## src/rtl/clock_divider_prog.sv

```systemverilog
// Runtime-programmable clock divider: divided clock, edge strobes and quarter-phase
// strobes. A divisor reload takes effect only at a period boundary.
module clock_divider_prog #(
  parameter int unsigned      WIDTH       = 27,
  parameter logic [WIDTH-1:0] DEFAULT_DIV = 27'd10,
  parameter int unsigned      MIN_DIV     = 4
) (
  input  logic             clk_in,
  input  logic             rst,
  input  logic             en,
  input  logic [WIDTH-1:0] div_in,
  input  logic             div_load,
  output logic             div_ack,
  output logic             clk_out,
  output logic             rise_stb,
  output logic             fall_stb,
  output logic [1:0]       phase,
  output logic             phase_stb
);

  localparam logic [WIDTH-1:0] MinDiv   = WIDTH'(MIN_DIV);
  localparam logic [WIDTH-1:0] ResetDiv = (DEFAULT_DIV < MinDiv) ? MinDiv : DEFAULT_DIV;

  logic [WIDTH-1:0] cnt_q, cnt_d;
  logic [WIDTH-1:0] div_act_q, div_act_d;
  logic [WIDTH-1:0] div_pend_q, div_pend_d;
  logic             pend_v_q, pend_v_d;
  logic             ack_pend_q, ack_pend_d;
  logic             clk_q, clk_d;
  logic             rise_q, rise_d;
  logic             fall_q, fall_d;
  logic [1:0]       phase_q, phase_d;
  logic             pstb_q, pstb_d;
  logic             ack_q, ack_d;

  logic [WIDTH-1:0] half, quarter, three_q, div_clamped;
  logic             wrap, apply;

  always_comb begin
    half        = div_act_q >> 1;
    quarter     = div_act_q >> 2;
    three_q     = half + quarter;
    wrap        = (cnt_q == div_act_q - WIDTH'(1));
    div_clamped = (div_in < MinDiv) ? MinDiv : div_in;
    apply       = en && wrap && (div_load || pend_v_q);

    cnt_d      = cnt_q;
    div_act_d  = div_act_q;
    div_pend_d = div_pend_q;
    pend_v_d   = pend_v_q;
    ack_pend_d = ack_pend_q;
    clk_d      = clk_q;
    phase_d    = phase_q;
    rise_d     = 1'b0;
    fall_d     = 1'b0;
    pstb_d     = 1'b0;
    ack_d      = 1'b0;

    if (div_load) begin
      div_pend_d = div_clamped;
      pend_v_d   = 1'b1;
    end

    if (en) begin
      cnt_d  = wrap ? '0 : cnt_q + WIDTH'(1);
      clk_d  = (cnt_q >= half);
      rise_d = (cnt_q == half);
      fall_d = (cnt_q == '0) && clk_q;
      if (cnt_q < quarter)      phase_d = 2'd0;
      else if (cnt_q < half)    phase_d = 2'd1;
      else if (cnt_q < three_q) phase_d = 2'd2;
      else                      phase_d = 2'd3;
      pstb_d = (cnt_q == '0) || (cnt_q == quarter) || (cnt_q == half) || (cnt_q == three_q);
      // Ack is delayed one enabled edge so it lines up with the new period's cnt=0 outputs.
      ack_d      = ack_pend_q;
      ack_pend_d = apply;
      if (apply) begin
        div_act_d = div_load ? div_clamped : div_pend_q;
        pend_v_d  = 1'b0;
      end
    end
  end

  always_ff @(posedge clk_in) begin
    if (rst) begin
      cnt_q      <= '0;
      div_act_q  <= ResetDiv;
      div_pend_q <= ResetDiv;
      pend_v_q   <= 1'b0;
      ack_pend_q <= 1'b0;
      clk_q      <= 1'b0;
      rise_q     <= 1'b0;
      fall_q     <= 1'b0;
      phase_q    <= 2'd0;
      pstb_q     <= 1'b0;
      ack_q      <= 1'b0;
    end else begin
      cnt_q      <= cnt_d;
      div_act_q  <= div_act_d;
      div_pend_q <= div_pend_d;
      pend_v_q   <= pend_v_d;
      ack_pend_q <= ack_pend_d;
      clk_q      <= clk_d;
      rise_q     <= rise_d;
      fall_q     <= fall_d;
      phase_q    <= phase_d;
      pstb_q     <= pstb_d;
      ack_q      <= ack_d;
    end
  end

  assign clk_out   = clk_q;
  assign rise_stb  = rise_q;
  assign fall_stb  = fall_q;
  assign phase     = phase_q;
  assign phase_stb = pstb_q;
  assign div_ack   = ack_q;

endmodule

```

## config.mk

```make
export PLATFORM = sky130hd
export DESIGN_NAME = clock_divider_prog
export DESIGN_NICKNAME = d
export VERILOG_FILES = /design/src/rtl/clock_divider_prog.sv
export SDC_FILE = /design/constraint.sdc
export NUM_CORES = 1
export LEC_CHECK = 0
export ABC_AREA = 1
export BUFFER_PORTS_ARGS = -buffer_cell sky130_fd_sc_hd__buf_2
export CAP_MARGIN = 20
export CORE_MARGIN = 2
export CORE_UTILIZATION = 40
export DETAILED_ROUTE_END_ITERATION = 12
export REMOVE_ABC_BUFFERS = 1
export SYNTH_ARGS = -nofsm -noshare
export SYNTH_HDL_FRONTEND = slang
export SYNTH_SLANG_ARGS = --single-unit
```

## constraint.sdc

```tcl
create_clock -name clk_in -period 3.6 [get_ports clk_in]
set_input_delay 0.36 -clock clk_in [delete_from_list [all_inputs] [get_ports clk_in]]
set_output_delay 0.36 -clock clk_in [all_outputs]
set_load 0.005 [all_outputs]
```

# After elaboration in Yosys (flattened, before gate mapping)
# Cells that the tools add are included.
dict set report classes {
  n_addsub 3
  mul 0
  n_div 0
  magnitude_cmp 5
  n_eq_ne 4
  n_shift 0
  n_mux 9
  n_bitwise 1
  n_reduce_logical 10
}
# op count
set ops {}
lappend ops {{$mux W27} 3}
lappend ops {{$eq A27 B27 Y1} 2}
lappend ops {{$add A26 B25 Y27} 1}
lappend ops {{$add A27 B1 Y27 const B} 1}
lappend ops {{$eq A27 B25 Y1} 1}
lappend ops {{$eq A27 B26 Y1} 1}
lappend ops {{$ge A27 B26 Y1} 1}
lappend ops {{$logic_not A27 Y1} 1}
lappend ops {{$lt A27 B25 Y1} 1}
lappend ops {{$lt A27 B26 Y1} 1}
lappend ops {{$lt A27 B27 Y1} 1}
lappend ops {{$lt A27 B3 Y1 const B} 1}
lappend ops {{$sub A27 B1 Y27 const B} 1}
lappend ops {{$logic_or A1 B1 Y1} 4}
lappend ops {{$mux W1} 4}
lappend ops {{$mux W2} 2}
lappend ops {{$logic_and A1 B1 Y1} 3}
lappend ops {{$reduce_and A2 Y1} 1}
lappend ops {{$reduce_or A2 Y1} 1}
lappend ops {{$not A1 Y1} 1}
dict set report totals {
  reg_bits 90
  latch_bits 0
  ram_bits 0
  mem_bits_ro 0
  in_bits 31
  output_inout_bits 7
  word_cells 43
  n_memories 0
}

# Depth between registers and ports, before layout
# Gate-level depths: netlist (run 1).
dict set report depth {
  ltp_word 6
  mapped_depth 20
  depth_no_buf 20
}

# Worst setup path before layout (run 1)
# No wires, ideal clock.
dict set report synth_timing {
  path_kind {register -> register}
  startpoint {reg div_act_q[2]}
  endpoint {reg phase_q[0] (netlist: phase[0])}
  setup_time_ps 132
  t_arrival_ps 3113
  required_ps 3468
  path_slack_ps 355
  path_stages_with_launch 20
  path_buffers 0
  cell_sequence {dfxtp_1 > ha_1 > fa_1 > nand3_1 > nand3_1 > a21oi_1 > o21bai_1 > a21boi_0 > o21ai_0 > a21oi_1 > xor2_1 > ha_1 > a21oi_1 > o21ai_0 > nand3_1 > a21oi_1 > a211oi_1 > nand4_1 > nand2_1 > a21oi_1}
}
dict set report synth_via {
  elab_chain_cells 5
  word_cells_on_any_way 7
}
# element line
set synth_lines {}
lappend synth_lines {{start: declaration} 25} ;# logic [WIDTH-1:0] div_act_q, div_act_d;
lappend synth_lines {{start signal: assignment} 87} ;# div_act_q <= ResetDiv;
lappend synth_lines {{start signal: assignment} 99} ;# div_act_q <= div_act_d;
lappend synth_lines {{$add A26 B25 Y27} 42} ;# three_q = half + quarter;
lappend synth_lines {{$lt A27 B27 Y1} 71} ;# else if (cnt_q < three_q) phase_d = 2'd2;
lappend synth_lines {{$mux W1} 71}
lappend synth_lines {{$mux W2} 70} ;# else if (cnt_q < half) phase_d = 2'd1;
lappend synth_lines {{$mux W2 *} 69} ;# if (cnt_q < quarter) phase_d = 2'd0;
lappend synth_lines {{end signal: assignment} 106} ;# phase_q <= phase_d;
lappend synth_lines {{end: declaration} 32} ;# logic [1:0] phase_q, phase_d;
# Mark *: on every way between the ends. The rest lies on a longest branch, timed or not.
# A chain may end at the register's enable or synchronous reset.

# Worst setup path in the final report (run 1)
dict set report layout_timing {
  startpoint {reg div_act_q[3]}
  endpoint {reg phase_q[0] (netlist: phase[0])}
}
# The elaborated chain is that of the path after synthesis.

==> results.txt, run 1 <==
TritonCTS clock tree = done
number of buffers inserted by port buffering = 37
final number of setup-violating endpoints = 0
Max VDD drop = 0.214 mV
antenna violations before repair = 0
Die Wd = 149 µm
post-synthesis cell count = 1295
Pwr Density = 235 mW/mm²
largest net degree at the start of global routing = 45
TritonRoute pass-1 iters = 5
layout cell share with drive strength beyond 1 = 11.5%
Post-synth EDFFs = 0
Hold Vio Cnt, Final = 0
wire length per cell = 16.4 µm
Non-Filler Instances = 1648
Ant. Diodes = 0
placed insts = 1628
CTS Buffer Depth = 2
complex-gate fraction of the synthesized area = 11.1%
GP Congestion = 1.00
via count of the routed design = 8550
Synth Area in Adders = 20.3%
Async S/R FF share, synth = 0%
Min Clock Period, post-route = 3.35 ns
Worst-Skew Late Latency = 0.37 ns
Req. time, crit path = 3.90 ns
YS warnings = 0
first-pass GRT wire length = 42600 µm
Syn Area/Cell = 6.50 µm²
Remaining DRCs = 0
number of global-route vias before repair = 7881
Post-Route WL = 27100 µm
mean number of vias per cell = 5.19
synth top area cells = dfxtp_1 (21%), ha_1 (20%), nand2_1 (17%)
worst-path cell chain = inv_1 > ha_1 > a21oi_1 > nand2_1 > a21oi_4 > o21bai_2 > nand3_1 > nand3_1 > a21oi_2 > o21bai_1 > xnor2_1 > ha_1 > nand2_1 > o21ai_0 > nand3_1 > a21oi_1 > a211oi_2 > nand4_1 > nand2_1 > a21oi_1
Synth Area in XOR/XNOR = 4.68%
worst path arrival time = 3.64 ns
Worst Skew = 0.0138 ns
Worst Setup SP = div_act_q[3]
I/O pin cnt = 38
grt ovf = 0
status = finished clean
clk root buf = clkbuf_16
CP endpoint kind = flip-flop
area delta synth->final = 14.9%
Critical-path top delay cell = dfxtp_2
Post-synth top flop = dfxtp_1
Worst-path clk slew = 0.08 ns
Sequential cell area = 0.00181 mm²
Fill cells = 2231
top-area cell type share of the netlist area = 21.4%
Initial Utilization = 40.4%
Crit Path Class = flip-flop to flip-flop
num rows = 53
Iter 0 DRT Violations = 573
Core Util, Final = 46.4%
mapped cell area = 0.00841 mm²
CP Max Fanout = 5
nets@finish = 1535
synth unique cells = 41
die area = 0.0222 mm²
Slew Limit Fails = 0
max cap viols = 0
core area = 0.0208 mm²
Hold Crit Start = div_in[3]
DP HPWL = 21700 µm
CTS Sinks = 90
Die Height = 149 µm
Slew headroom = 53.9%
worst stage delay on the critical path = 0.37 ns
Multi-input gate area = 0.00606 mm²
Overall Global Routing Usage = 24.8%
Max Fclk = 299 MHz
post-synthesis mux area share = 0%
Worst setup SP type = flip-flop
Simple-Gate Fraction of Synth Area = 34.5%
fin crit share = 93.0%
worst reg2reg startpoint = div_act_q[3]
largest family of logic cells by synthesized area = simple AND/OR/NAND/NOR gates
worst slew pin tran = 0.687 ns
cell type with the largest total area after synthesis = dfxtp_1
sequential share of the synthesized area = 21.4%
static leakage = 5.13 nW
CTS Buf Count = 9
Final ANT Viol Nets = 0
worst hold path class = input port to flip-flop
register bit count reported by yosys = 90
CTS H-Tree Depth = 3
state kept, by name, indices dropped and copies added (netlist names):
register and flops:
clk_out 1, div_ack 1, phase_stb 1, fall_stb 1
ack_pend_q 1, pend_v_q 1, phase 2, cnt_q 27
rise_stb 1, div_act_q 27, div_pend_q 27
synthesized netlist by cell type, drive strengths merged (11+ instances only):
master / number
clkbuf: 14
nor4: 15
buf: 11
o21ai: 40
inv: 144
ha: 135
dfxtp: 90
xnor2: 14
xor2: 31
nand4: 35
nand2: 388
nor3: 21
nand3: 76
nor2: 145
a21oi: 100
where the power goes:
group | internal, mW | total [mW] | leakage, nW | switching, mW
sequential | 1.02 | 1.02 | 0.735 | 0.00890
combinational | 0.0452 | 0.138 | 4.24 | 0.0930
clock | 0.620 | 1.11 | 0.159 | 0.487
final cells by class:
type / count / area share [%]
Tap cell: 275 / 3.56
Sequential cell: 90 / 18.8
Timing Repair Buffer: 87 / 5.93
Clock inverter: 6 / 1.01
Multi-Input combinational cell: 1035 / 62.7
Inverter: 145 / 5.67
Clock buffer: 10 / 2.37
per-stage QoR:
stage               setup TNS, ns  hold slack [ns]  power (mW)  instance area (µm²)  worst slack, ns
finish                          0            0.239        2.27                 9670            0.254
CTS                             0            0.241        2.28                 9510           0.0235
global route             -0.00247            0.278        2.33                 9670         -0.00247
detailed placement              0            0.430        1.19                 9170          0.00999
global placement                0            0.426        1.18                 9170           0.0621
floorplan                       0            0.408        1.11                 8290            0.372
routing by layer:
| metal | wire length (µm) | GRT usage [%] | up-vias |
|---|---|---|---|
| met5 | 0 | 0 | - |
| li1 | - | - | 4409 |
| met2 | 12000 | 39.6 | 217 |
| met3 | 1460 | 1.99 | 37 |
| met1 | 12900 | 35.4 | 3887 |
| met4 | 670 | 7.76 | 0 |
cells in the final DEF, fill, tap and decap left out, drive strengths merged, types with 3 or more instances in the layout:
master   netlist  routed
o21a           3       3
o21bai         6       6
xnor2         14      14
nor2         145     145
nand4         35      35
o211ai         6       6
a21o           4       4
a21oi        100     100
clkinv         1       3
xor2          31      31
o2111ai        3       3
o21ai         40      40
ha           135     135
dfxtp         90      90
buf           11      87
inv          144     145
nand3         76      76
nor3          21      21
nand2        388     388
clkbuf        14      10
nor4          15      15
worst paths after layout:
path                                 endpoint  slack [ns]  depth (start not counted)
worst max-delay path                 phase[0]        0.25                         20
worst min-delay path            div_pend_q[3]        0.24                          3
worst max register to register       phase[0]        0.25                         20
worst min register to register        div_ack        0.44                          2
worst max-delay path, delay by kind of cell (launching register included):
family                   cells  cell delay, ns
AND/OR/NAND/NOR              7            0.66
XOR/XNOR                     1            0.13
adder cells (fa/ha/maj)      2            0.65
buffers and inverters        1            0.12
AO/OA/AOI/OAI                9            1.32
flip-flops                   1            0.37
what timing repair did:
item,4_1_cts,5_1_grt
hold buffers,0,0
resized for setup,3,43
endpoints found under the setup margin,2,2
gates cloned,0,0
buffers inserted,0,4
pin swaps,0,7
kinds of logic (layout without fill, tap and decap cells):
group,Yosys count,count (layout)
XOR/XNOR,45,45
buffers and inverters,170,248
adder cells (fa/ha/maj),136,136
flip-flops,90,90
AO/OA/AOI/OAI,170,170
AND/OR/NAND/NOR,684,684
Note: power is estimated with default switching activity, not from simulation.
==> run 2, diff against run 1 <==
--- a/config.mk
+++ b/config.mk
@@ -5,7 +5,6 @@
 export SDC_FILE = /design/constraint.sdc
 export NUM_CORES = 1
 export LEC_CHECK = 0
-export ABC_AREA = 1
 export BUFFER_PORTS_ARGS = -buffer_cell sky130_fd_sc_hd__buf_2
 export CAP_MARGIN = 20
 export CORE_MARGIN = 2
==> run 2 against run 1 <==
- the flow now finishes with violations (negative setup slack)
- critical path depth down 3
- area after synthesis down 7.6%
- non-clock buffer count up 55
- cell area down 2.9%
- flip-flop and latch count unchanged
- synthesized cell count down 31%
- first-iteration DRC count down 20%
- maximum frequency down 8.3%
- hold slack better by 0.039 ns
- combinational power about the same
- largest power group is now sequential cells
==> results.txt, run 2 <==
status = finished, violations left
failing checks = negative setup slack
final worst slack = -0.0505 ns (-0.304 ns)
mapped cell area = 0.00777 mm² (-7.6%)
DP HPWL = 18000 µm (-17%)
register bit count reported by yosys = 90 (unchanged)
clock share of power = 45.4% (-3.4 points)
CP delay by family, top = compound AO/OA/AOI/OAI gates
clk root buf = clkbuf_16
cell type with the largest total area after synthesis = dfxtp_1
Crit Path Class = flip-flop to flip-flop
mean number of vias per cell = 5.34 (+3.0%)
sequential share of the synthesized area = 23.2% (+1.8 points)
Post-synth EDFFs = 0 (unchanged)
num rows = 50 (-5.7%)
commonest non-fill, non-tap cell in the layout = ha_1
TritonRoute pass-1 iters = 5 (unchanged)
Async S/R FF share, synth = 0% (unchanged)
Internal = 1.65 mW (-2.1%)
via count of the routed design = 6914 (-19%)
R2R cell count = 17 (-15%)
Die Height = 143 µm (-3.8%)
GP Congestion = 0.951 (-5.1%)
worst reg2reg startpoint = div_act_q[1]
static leakage = 4.45 nW (-13%)
worst path arrival time = 3.88 ns (+0.24 ns)
largest net degree at the start of global routing = 56 (+24%)
nets@finish = 1198 (-22%)
Worst-Skew Late Latency = 0.35 ns (-0.02 ns)
fin crit share = 101% (+8.5 points)
Min Clock Period, post-route = 3.65 ns (+0.304 ns)
grt ovf = 0 (unchanged)
CP Max Fanout = 2 (-3)
Max Fclk = 274 MHz (-8.3%)
Worst setup SP type = flip-flop
CP Depth = 17 (-15%)
CP endpoint kind = flip-flop
Worst Setup SP = div_act_q[1]
CTS Sinks = 90 (unchanged)
Overall Global Routing Usage = 22.6% (-2.2 points)
Iter 0 DRT Violations = 458 (-20%)
worst-path cell chain = ha_4 > fa_2 > a211oi_4 > o21ai_2 > a21oi_2 > o211ai_1 > a31o_2 > a21oi_2 > xor2_1 > ha_1 > a21o_1 > a21o_1 > a211oi_2 > o21bai_1 > a21o_1 > a211oi_2 > a211oi_1
R2R setup slack = -0.05 ns (-0.30 ns)
Worst Skew = 0.00589 ns (-0.00792 ns)
worst stage delay on the critical path = 0.42 ns (+0.05 ns)
Slew Limit Fails = 0 (unchanged)
YS warnings = 0 (unchanged)
TritonCTS clock tree = done
first-pass GRT wire length = 35800 µm (-16%)
post-cts hold buffer count = 0 (unchanged)
Sequential cell area = 0.00181 mm² (-0.48%)
I/O pin cnt = 38 (unchanged)
sw frac = 23.0% (-2.9 points)
CTS Buf Count = 9 (unchanged)
RSZ-0062 raised after global routing = true
Worst path most repeated cell = a21o_1
CTS Buffer Depth = 2 (unchanged)
final number of setup-violating endpoints = 1 (+1)
Slew headroom = 59.0% (+5.2 points)
Die Wd = 143 µm (-3.8%)
antenna violations before repair = 0 (unchanged)
Req. time, crit path = 3.83 ns (-0.07 ns)
Fill cells = 1894 (-15%)
number of buffers inserted by port buffering = 37 (unchanged)
top-area cell type share of the netlist area = 23.2% (+1.8 points)
core area = 0.0189 mm² (-9.3%)
Post-synth top flop = dfxtp_1
wire length per cell = 17.1 µm (+4.4%)
top-count cell post-synth = ha_1
Worst Path Buf+Inv = 0 (-1)
Core Util, Final = 49.7% (+3.3 points)
Ant. Diodes = 0 (unchanged)
layout cell share with drive strength beyond 1 = 20.8% (+9.3 points)
Initial Utilization = 41.1% (+0.74 points)
Final ANT Viol Nets = 0 (unchanged)
most frequent cells in the layout = ha_1 (134), nor2_1 (106), buf_4 (103), dfxtp_1 (87), nand2_1 (46)
CTS H-Tree Depth = 3 (unchanged)
Syn Area/Cell = 8.64 µm² (+33%)
Max VDD drop = 0.224 mV (+4.7%)
Critical-path top delay cell = fa_2
Reg power frac = 48.3% (+3.2 points)
area delta synth->final = 20.8%
CP Capture Point = phase[0]
Psw = 493 µW (-16%)
worst slew pin tran = 0.615 ns (-0.0721 ns)
Combinational Power Share = 6.4% (+0.3 points)
Post-Route WL = 22200 µm (-18%)
r2r endpoint = phase[0]
synth unique cells = 65 (+59%)
Synth top cells by count = ha_1 (135), nor2_1 (107), dfxtp_1 (90), nand2_1 (46)
Multi-input gate area = 0.00581 mm² (-4.1%)
synth top area cells = dfxtp_1 (23%), ha_1 (22%), nor2_1 (5.2%)
die area = 0.0206 mm² (-7.4%)
number of global-route vias before repair = 6778 (-14%)
Remaining DRCs = 0 (unchanged)
Pwr Density = 228 mW/mm² (-3.0%)
Worst-path clk slew = 0.06 ns (-0.02 ns)
biggest regs = cnt_q: 27 flops, div_act_q: 27 flops, div_pend_q: 27 flops
Hold Vio Cnt, Final = 0 (unchanged)
setup TNS = -0.0505 ns (-0.0505 ns)
max cap viols = 0 (unchanged)
worst hold path class = input port to flip-flop
post-synthesis cell count = 900 (-31%)
run 2: cell families after synthesis:
kind of cell | share of synthesized area [%]
AND/OR/NAND/NOR | 19.5
AO/OA/AOI/OAI | 14.8
adder cells (fa/ha/maj) | 22.0
flip-flops | 23.2
XOR/XNOR | 9.92
buffers and inverters | 3.49
multiplexers | 7.13
run 2: worst register-to-register path, stage by stage, from the launching register on:
cell	delay, ns
dfxtp_2	0.34
ha_4	0.16
fa_2	0.42
a211oi_4	0.26
o21ai_2	0.10
a21oi_2	0.19
o211ai_1	0.14
a31o_2	0.29
a21oi_2	0.14
xor2_1	0.18
ha_1	0.27
a21o_1	0.18
a21o_1	0.16
a211oi_2	0.19
o21bai_1	0.09
a21o_1	0.17
a211oi_2	0.17
a211oi_1	0.09
run 2: worst min path at each step:
stage	from	to	slack, ns	cells after the start
2_1_floorplan	rst	ack_pend_q	0.43	1
3_3_place_gp	pend_v_q	pend_v_q	0.44	2
3_5_place_dp	pend_v_q	pend_v_q	0.46	2
4_1_cts	div_in[3]	div_pend_q[3]	0.27	3
5_1_grt	div_in[3]	div_pend_q[3]	0.30	3
6_report	div_in[3]	div_pend_q[3]	0.28	3
run 2: routing by layer:
layer	vias to the layer above	track usage, %	share of wire (%)
met5	-	0	0
met4	0	7.95	2.5
met3	33	2.27	3.1
met2	120	34.7	43
met1	3232	32.8	52
li1	3529	-	-
run 2: metrics by stage:
step / power [mW] / instance area (µm²) / setup WS, ns / hold slack (ns) / std cells
floorplan: 1.12 / 7660 / -0.124 / 0.429 / 878
global placement: 1.19 / 8970 / -0.377 / 0.442 / 1278
detailed placement: 1.19 / 8970 / -0.482 / 0.458 / 1278
CTS: 2.16 / 9340 / -0.0833 / 0.266 / 1293
global route: 2.21 / 9390 / -0.336 / 0.297 / 1294
finish: 2.14 / 9390 / -0.0505 / 0.278 / 1294
run 2: area by class of cell:
class                   count  area share, %
clock buffers              12           2.73
flip-flops and latches     90           19.2
inverters                  42           1.68
clock inverters             2          0.400
well taps                 260           3.46
multi-input cells         746           61.9
repair buffers            142           10.6
run 2: power groups by stage:
stage                     Combinational [mW]  Sequential (mW)  Clock [mW]
after floorplan                       0.0663             1.05           0
after global placement                 0.136             1.05           0
after detailed placement               0.137             1.05           0
after CTS                              0.138             1.03       0.995
after global routing                   0.152             1.03        1.02
final                                  0.137             1.03       0.970
run 2: what timing repair did:
| action | CTS | global route |
|---|---|---|
| pin swaps | 27 | 10 |
| gates resized for setup | 20 | 12 |
| setup buffers | 1 | 1 |
| setup endpoints to repair | 2 | 2 |
